--- src/rtl/screen_mem_arbiter.sv ---
// Shares one SDRAM controller port between posted CPU screen writes and VGA word reads.
// At most one controller transaction is outstanding at a time, and every transaction returns through IDLE.
module screen_mem_arbiter #(
  parameter int FIFO_DEPTH = 4,
  parameter int RD_TIMEOUT = 255
) (
  input  logic        clk,
  input  logic        reset,
  input  logic        cpu_we,
  input  logic [14:0] cpu_addr,
  input  logic [15:0] cpu_data,
  output logic        cpu_full,
  input  logic        vga_req,
  input  logic [12:0] vga_addr,
  output logic [15:0] vga_data,
  output logic        vga_valid,
  output logic        mem_req,
  output logic        mem_we,
  output logic [14:0] mem_addr,
  output logic [15:0] mem_d,
  input  logic        mem_ready,
  input  logic [15:0] mem_q,
  input  logic        mem_q_valid,
  output logic [2:0]  err
);

  localparam int PW = (FIFO_DEPTH > 1) ? $clog2(FIFO_DEPTH) : 1;
  localparam int CW = $clog2(FIFO_DEPTH + 1);
  localparam int TW = $clog2(RD_TIMEOUT + 1);

  typedef enum logic [1:0] {IDLE, WR_REQ, RD_REQ, RD_WAIT} state_t;

  state_t        state;
  logic [30:0]   fifo_mem [FIFO_DEPTH];
  logic [PW-1:0] wr_ptr;
  logic [PW-1:0] rd_ptr;
  logic [CW-1:0] count;
  logic          pending;
  logic [12:0]   rd_addr;
  logic [TW-1:0] rd_cnt;

  logic          in_screen;
  logic          full;
  logic          push_req;
  logic          push;
  logic          accept;
  logic          pop;
  logic          in_flight;
  logic [30:0]   head;

  // Screen memory is 0x4000..0x5FFF: top two address bits are 2'b10.
  assign in_screen = (cpu_addr[14:13] == 2'b10);
  assign full      = (count == CW'(FIFO_DEPTH));
  assign push_req  = cpu_we && in_screen;
  assign push      = push_req && !full;
  assign accept    = mem_req && mem_ready;
  assign pop       = (state == WR_REQ) && accept;
  assign in_flight = (state == RD_REQ) || (state == RD_WAIT);
  assign head      = fifo_mem[rd_ptr];
  assign cpu_full  = full;

  function automatic logic [PW-1:0] ptr_next(input logic [PW-1:0] p);
    return (p == PW'(FIFO_DEPTH - 1)) ? '0 : p + 1'b1;
  endfunction

  always_ff @(posedge clk) begin
    if (push) fifo_mem[wr_ptr] <= {cpu_addr, cpu_data};
  end

  always_ff @(posedge clk) begin
    if (reset) begin
      state     <= IDLE;
      wr_ptr    <= '0;
      rd_ptr    <= '0;
      count     <= '0;
      pending   <= 1'b0;
      rd_addr   <= '0;
      rd_cnt    <= '0;
      mem_req   <= 1'b0;
      mem_we    <= 1'b0;
      mem_addr  <= '0;
      mem_d     <= '0;
      vga_data  <= '0;
      vga_valid <= 1'b0;
      err       <= '0;
    end else begin
      vga_valid <= 1'b0;
      if (push) wr_ptr <= ptr_next(wr_ptr);
      if (pop)  rd_ptr <= ptr_next(rd_ptr);
      case ({push, pop})
        2'b10:   count <= count + 1'b1;
        2'b01:   count <= count - 1'b1;
        default: count <= count;
      endcase
      if (push_req && full) err[0] <= 1'b1;
      if (vga_req) begin
        if (pending || in_flight) begin
          err[1] <= 1'b1;
        end else begin
          pending <= 1'b1;
          rd_addr <= vga_addr;
        end
      end

      case (state)
        IDLE: begin
          // A full FIFO outranks a waiting read so the CPU is never stalled indefinitely.
          if (full || (!pending && count != '0)) begin
            mem_req  <= 1'b1;
            mem_we   <= 1'b1;
            mem_addr <= head[30:16];
            mem_d    <= head[15:0];
            state    <= WR_REQ;
          end else if (pending) begin
            mem_req  <= 1'b1;
            mem_we   <= 1'b0;
            mem_addr <= {2'b10, rd_addr};
            state    <= RD_REQ;
          end
        end
        WR_REQ: begin
          if (accept) begin
            mem_req <= 1'b0;
            state   <= IDLE;
          end
        end
        RD_REQ: begin
          if (accept) begin
            mem_req <= 1'b0;
            pending <= 1'b0;
            rd_cnt  <= '0;
            state   <= RD_WAIT;
          end
        end
        RD_WAIT: begin
          if (mem_q_valid) begin
            vga_data  <= mem_q;
            vga_valid <= 1'b1;
            state     <= IDLE;
          end else if (rd_cnt == TW'(RD_TIMEOUT)) begin
            err[2]    <= 1'b1;
            vga_data  <= '0;
            vga_valid <= 1'b1;
            state     <= IDLE;
          end else begin
            rd_cnt <= rd_cnt + 1'b1;
          end
        end
        default: state <= IDLE;
      endcase
    end
  end

endmodule

--- config.mk ---
export PLATFORM = sky130hd
export DESIGN_NAME = screen_mem_arbiter
export DESIGN_NICKNAME = d
export VERILOG_FILES = /design/src/rtl/screen_mem_arbiter.sv
export SDC_FILE = /design/constraint.sdc
export NUM_CORES = 1
export LEC_CHECK = 0
export BUFFER_PORTS_ARGS = -buffer_cell sky130_fd_sc_hd__buf_2
export CAP_MARGIN = 20
export CORE_ASPECT_RATIO = 0.5
export CORE_MARGIN = 10
export CORE_UTILIZATION = 29
export CTS_CLUSTER_SIZE = 16
export DETAILED_ROUTE_END_ITERATION = 10
export HOLD_SLACK_MARGIN = 0.12
export PLACE_DENSITY_LB_ADDON = 0.12
export SYNTH_ARGS = -nofsm -noshare
export SYNTH_HDL_FRONTEND = slang
export SYNTH_SLANG_ARGS = --single-unit
--- constraint.sdc ---
create_clock -name clk -period 4.45 [get_ports clk]
set_clock_uncertainty 0.05 [all_clocks]
set_input_delay 0.6675 -clock clk [delete_from_list [all_inputs] [get_ports clk]]
set_output_delay 0.6675 -clock clk [all_outputs]
set_load 0.02 [all_outputs]
==> out/results.md <==
| Step | Item | This run |
|---|---|---|
| floorplanning | Die width | 256.5 um |
| timing | Setup violations, final | 0 |
| final layout | Highest-count cells in the layout ignoring fill and taps | edfxtp_1 (124), buf_2 (119), dfxtp_1 (84) |
| synth | Yosys warnings | 0 |
| timing | Setup repair after global routing missed its margin | no |
| global route | Number of antenna violations at the first check in global routing | 1 |
| global route | Via count of the first global-routing pass | 4958 |
| status | Result of the run | finished, final reports clean |
| final layout | Final non-filler cell area | 9761 um^2 |
| power and ir drop | Standby leakage power | 3.539 nW |
| global route | Pin count of the biggest net entering global routing | 63 |
| setup path | Reg2Reg Depth | 5 |
| synth | Post-synthesis area per instance | 14.18 um^2 |
| clock tree | CTS Sinks | 210 |
| timing | Accumulated negative setup slack | 0 ns |
| worst hold path | Classification of the worst-slack hold path | input pin to register |
| setup path | Type of the worst setup path | register to register |
| setup path | Number of logic stages on the critical path including buffering | 5 |
| final layout | FF+latch area | 5448 um^2 |
| power and ir drop | Worst ir drop on vdd | 0.2202 mV |
| synth | Cell variety after synth | 52 |
| clock tree | Clock latency on the worst-skew pair | 0.52 ns |
| floorplanning | Initial cell density of the core | 29.38% |
| setup path | Delay of the slowest critical-path stage | 0.69 ns |
| clock tree | Postcts setup bufs | 0 |
| floorplanning | Top-level I/O count | 120 |
| setup path | Ordered list of cells on the worst path | ha_1 > and2_1 > a21oi_2 > nand4_1 > a21oi_1 |
| final layout | Multi-input gate area | 2457 um^2 |
| placement | Count of port buffers added during placement | 119 |
| drt | Routed wire per std cell | 17.57 um |
| timing | Final hold violations | 0 |
| power and ir drop | P per Cell Area | 490.2 nW/um^2 |
| clock tree | Clock tree from TritonCTS | built |
| synth | Cells after Synth | 572 |
| setup path | CP Launch Type | register |
| timing | Final worst setup slack | 2.082 ns |
| drt | Drt first pass iters | 5 |
| final layout | Most frequent standard cell in the layout excluding fill and tap cells | edfxtp_1 |
| floorplanning | Row Count | 43 |
| setup path | Setup slack of the most critical reg-to-reg path | 2.08 ns |
| timing | Number of pins with negative max-slew slack in the final report | 0 |
| setup path | Capturing element type of the critical path | register |
| setup path | Critical path required time | 4.83 ns |
| timing | Worst max-slew margin expressed relative to the limit | 37.88% |
| clock tree | Hold-fix buffers, CTS | 0 |
| setup path | Critical path fanouts, max | 18 |
| global route | GRT Overall Usage | 10.48% |
| flow run | Number of max-capacitance violations reported | 0 |
| timing | Slew at the pin closest to its max-slew limit | 0.9318 ns |
| final layout | Number of fill cells in the layout | 2682 |
| clock tree | Number of buffers on the longest clock path | 3 |
| worst hold path | Capture endpoint of the worst hold path | fifo_mem[1][13]$_DFFE_PP_ |
| placement | Detailed-placement wirelength estimate | 12.30 mm |
| setup path | Worst path bufs/invs | 0 |
| setup path | Launching point of the worst reg2reg path | state[0]$_SDFFE_PP0P_ |
| global route | Total overflow reported by the global router | 0 |
| setup path | Worst r2r dst | rd_cnt[1]$_SDFFE_PP0P_ |
| setup path | Slowest-stage cell, CP | a21oi_2 |
| floorplanning | Core footprint | 27600 um^2 |
| clock tree | H-Tree Depth | 1 |
| drt | Total length of routed wires | 19.13 mm |
| floorplanning | Die Y | 138.3 um |
| final layout | Core Util, Final | 35.36% |
| clock tree | Clock Root Buffer | clkbuf_16 |
| floorplanning | Die footprint | 35460 um^2 |
| synth | Post-synth design cell area | 8110 um^2 |
| placement | Dpl cell area | 9050 um^2 |
| power and ir drop | Final total power | 4.784 mW |
| global route | First-pass GRT wire length | 29.49 mm |
| timing | Final min period | 2.368 ns |
| clock tree | Reg clk slew, reported paths | 0.07 ns |
| drt | Via total after detailed routing | 4857 |
| clock tree | Num CTS Buffers | 22 |
| drt | Antenna viol nets, final | 0 |
| worst hold path | Worst hold path cell count | 1 |
| synth | Number of storage elements in the synthesis netlist | 210 |
| drt | Via/cell ratio | 4.460 |
| setup path | Worst path arrival time | 2.75 ns |
| clock tree | CTS resizes | 0 |
| final layout | Share of cells above drive strength 1 | 31.59% |
| timing | Max Clk Rate | 422.3 MHz |
| timing | Tcrit/Tclk final | 53.21% |
| placement | GP Congestion | 0.7057 |
| placement | Post-Place Setup Slack | 1.685 ns |
| worst hold path | HP Start | cpu_data[13] |
| final layout | NumNets Final | 769 |
| synth | Mapped Nets | 651 |
| drt | Initial DRC Count | 225 |
| drt | Remaining routing DRC violations | 0 |
| setup path | Delay-heaviest family, CP | compound AO/OA/AOI/OAI gates |
| final layout | Area growth from synthesis to final layout | 20.35% |
| synth | Sequential element share of the synthesized area | 67.14% |
-- power breakdown --
part           total, mW  switching [mW]  internal [mW]  leakage, nW
Clock               1.78           0.759           1.02        0.351
Combinational      0.750           0.472          0.278         1.37
Sequential          2.25          0.0791           2.17         1.82
Total               4.78            1.31           3.47         3.54
-- kinds of logic (layout without fill, tap and decap cells) --
family	count (synthesis)	in the layout	synth area share, %
other	0	1	0
multiplexers	48	48	10.71
XOR/XNOR	2	2	0.2160
adder cells (fa/ha/maj)	13	13	2.098
flip-flops	210	210	67.14
buffers and inverters	42	176	2.653
AO/OA/AOI/OAI	112	112	8.778
AND/OR/NAND/NOR	145	145	8.408
-- state kept, by name (all words and copies together) (netlist names), named ones only --
name and count:
mem_addr 15, mem_we 1, pending 1, mem_req 1, rd_ptr 2, state 2
vga_valid 1, mem_d 16, err 3, rd_addr 13, rd_cnt 8, wr_ptr 2
fifo_mem 124, vga_data 16, count 3
-- metal layers --
layer	global-route usage, %	vias up	wire (um)
li1	-	2370	-
met1	12.85	2394	8653
met2	17.95	60	9267
met3	2.943	33	842
met4	2.570	0	368
met5	0	-	0
-- worst max path at each step --
| stage | slack (ns) | startpoint | end |
|---|---|---|---|
| after floorplan | 2.02 | cpu_addr[13] | fifo_mem[3][0]$_DFFE_PP_ |
| after global placement | 1.74 | cpu_addr[13] | fifo_mem[0][4]$_DFFE_PP_ |
| after detailed placement | 1.69 | cpu_addr[13] | fifo_mem[0][0]$_DFFE_PP_ |
| after CTS | 2.04 | state[0]$_SDFFE_PP0P_ | rd_cnt[1]$_SDFFE_PP0P_ |
| after global routing | 1.85 | state[0]$_SDFFE_PP0P_ | rd_cnt[1]$_SDFFE_PP0P_ |
| final | 2.08 | state[0]$_SDFFE_PP0P_ | rd_cnt[1]$_SDFFE_PP0P_ |
-- Yosys cell counts (all sizes together) --
master	number	area, um^2
and3	2	12.51
ha	12	150.1
xor2	2	17.52
nand3b	1	7.510
a21bo	1	10.01
clkbuf	12	45.04
o211ai	2	15.01
inv	13	48.80
nand2	71	299.0
o21ai	19	98.85
or4	1	7.510
a21boi	1	7.510
fa	1	20.02
and4	2	17.52
nand4	3	18.77
and2	7	43.79
a41oi	1	8.760
a2111o	1	11.26
a22oi	16	120.1
dfxtp	86	1722
or3	4	25.02
nand2b	3	18.77
nor2b	4	25.02
edfxtp	124	3724
a32o	1	10.01
a211o	1	8.760
a2bb2oi	3	26.28
o32ai	1	8.760
buf	17	121.4
o21a	1	7.510
nand3	8	45.04
o221a	1	11.26
nor3	2	10.01
mux4	31	698.2
nor4	1	12.51
mux2i	17	170.2
a21oi	58	331.6
a31oi	3	18.77
a311oi	1	8.760
o2111ai	1	8.760
nor2	35	131.4
nor3b	1	7.510
-- worst reg2reg max path, stage by stage (launching register included) --
cell and delay, ns:
dfxtp_1 0.34, ha_1 0.39, and2_1 0.47, a21oi_2 0.69, nand4_1 0.17, a21oi_1 0.17
-- per-stage QoR --
step	hold slack (ns)	std cells
2_1_floorplan	0.3860	572
3_3_place_gp	0.3916	1047
3_5_place_dp	0.3939	1047
4_1_cts	0.2791	1087
5_1_grt	0.2869	1088
6_report	0.3100	1089
-- final cells by class --
class,instances,area share [%]
diodes,1,0.02564
repair buffers,123,6.448
clock inverters,11,0.9230
clock buffers,29,6.217
well taps,382,4.897
inverters,13,0.4999
multi-input cells,320,25.18
flip-flops and latches,210,55.81
Note: power is estimated with default switching activity, not from simulation.
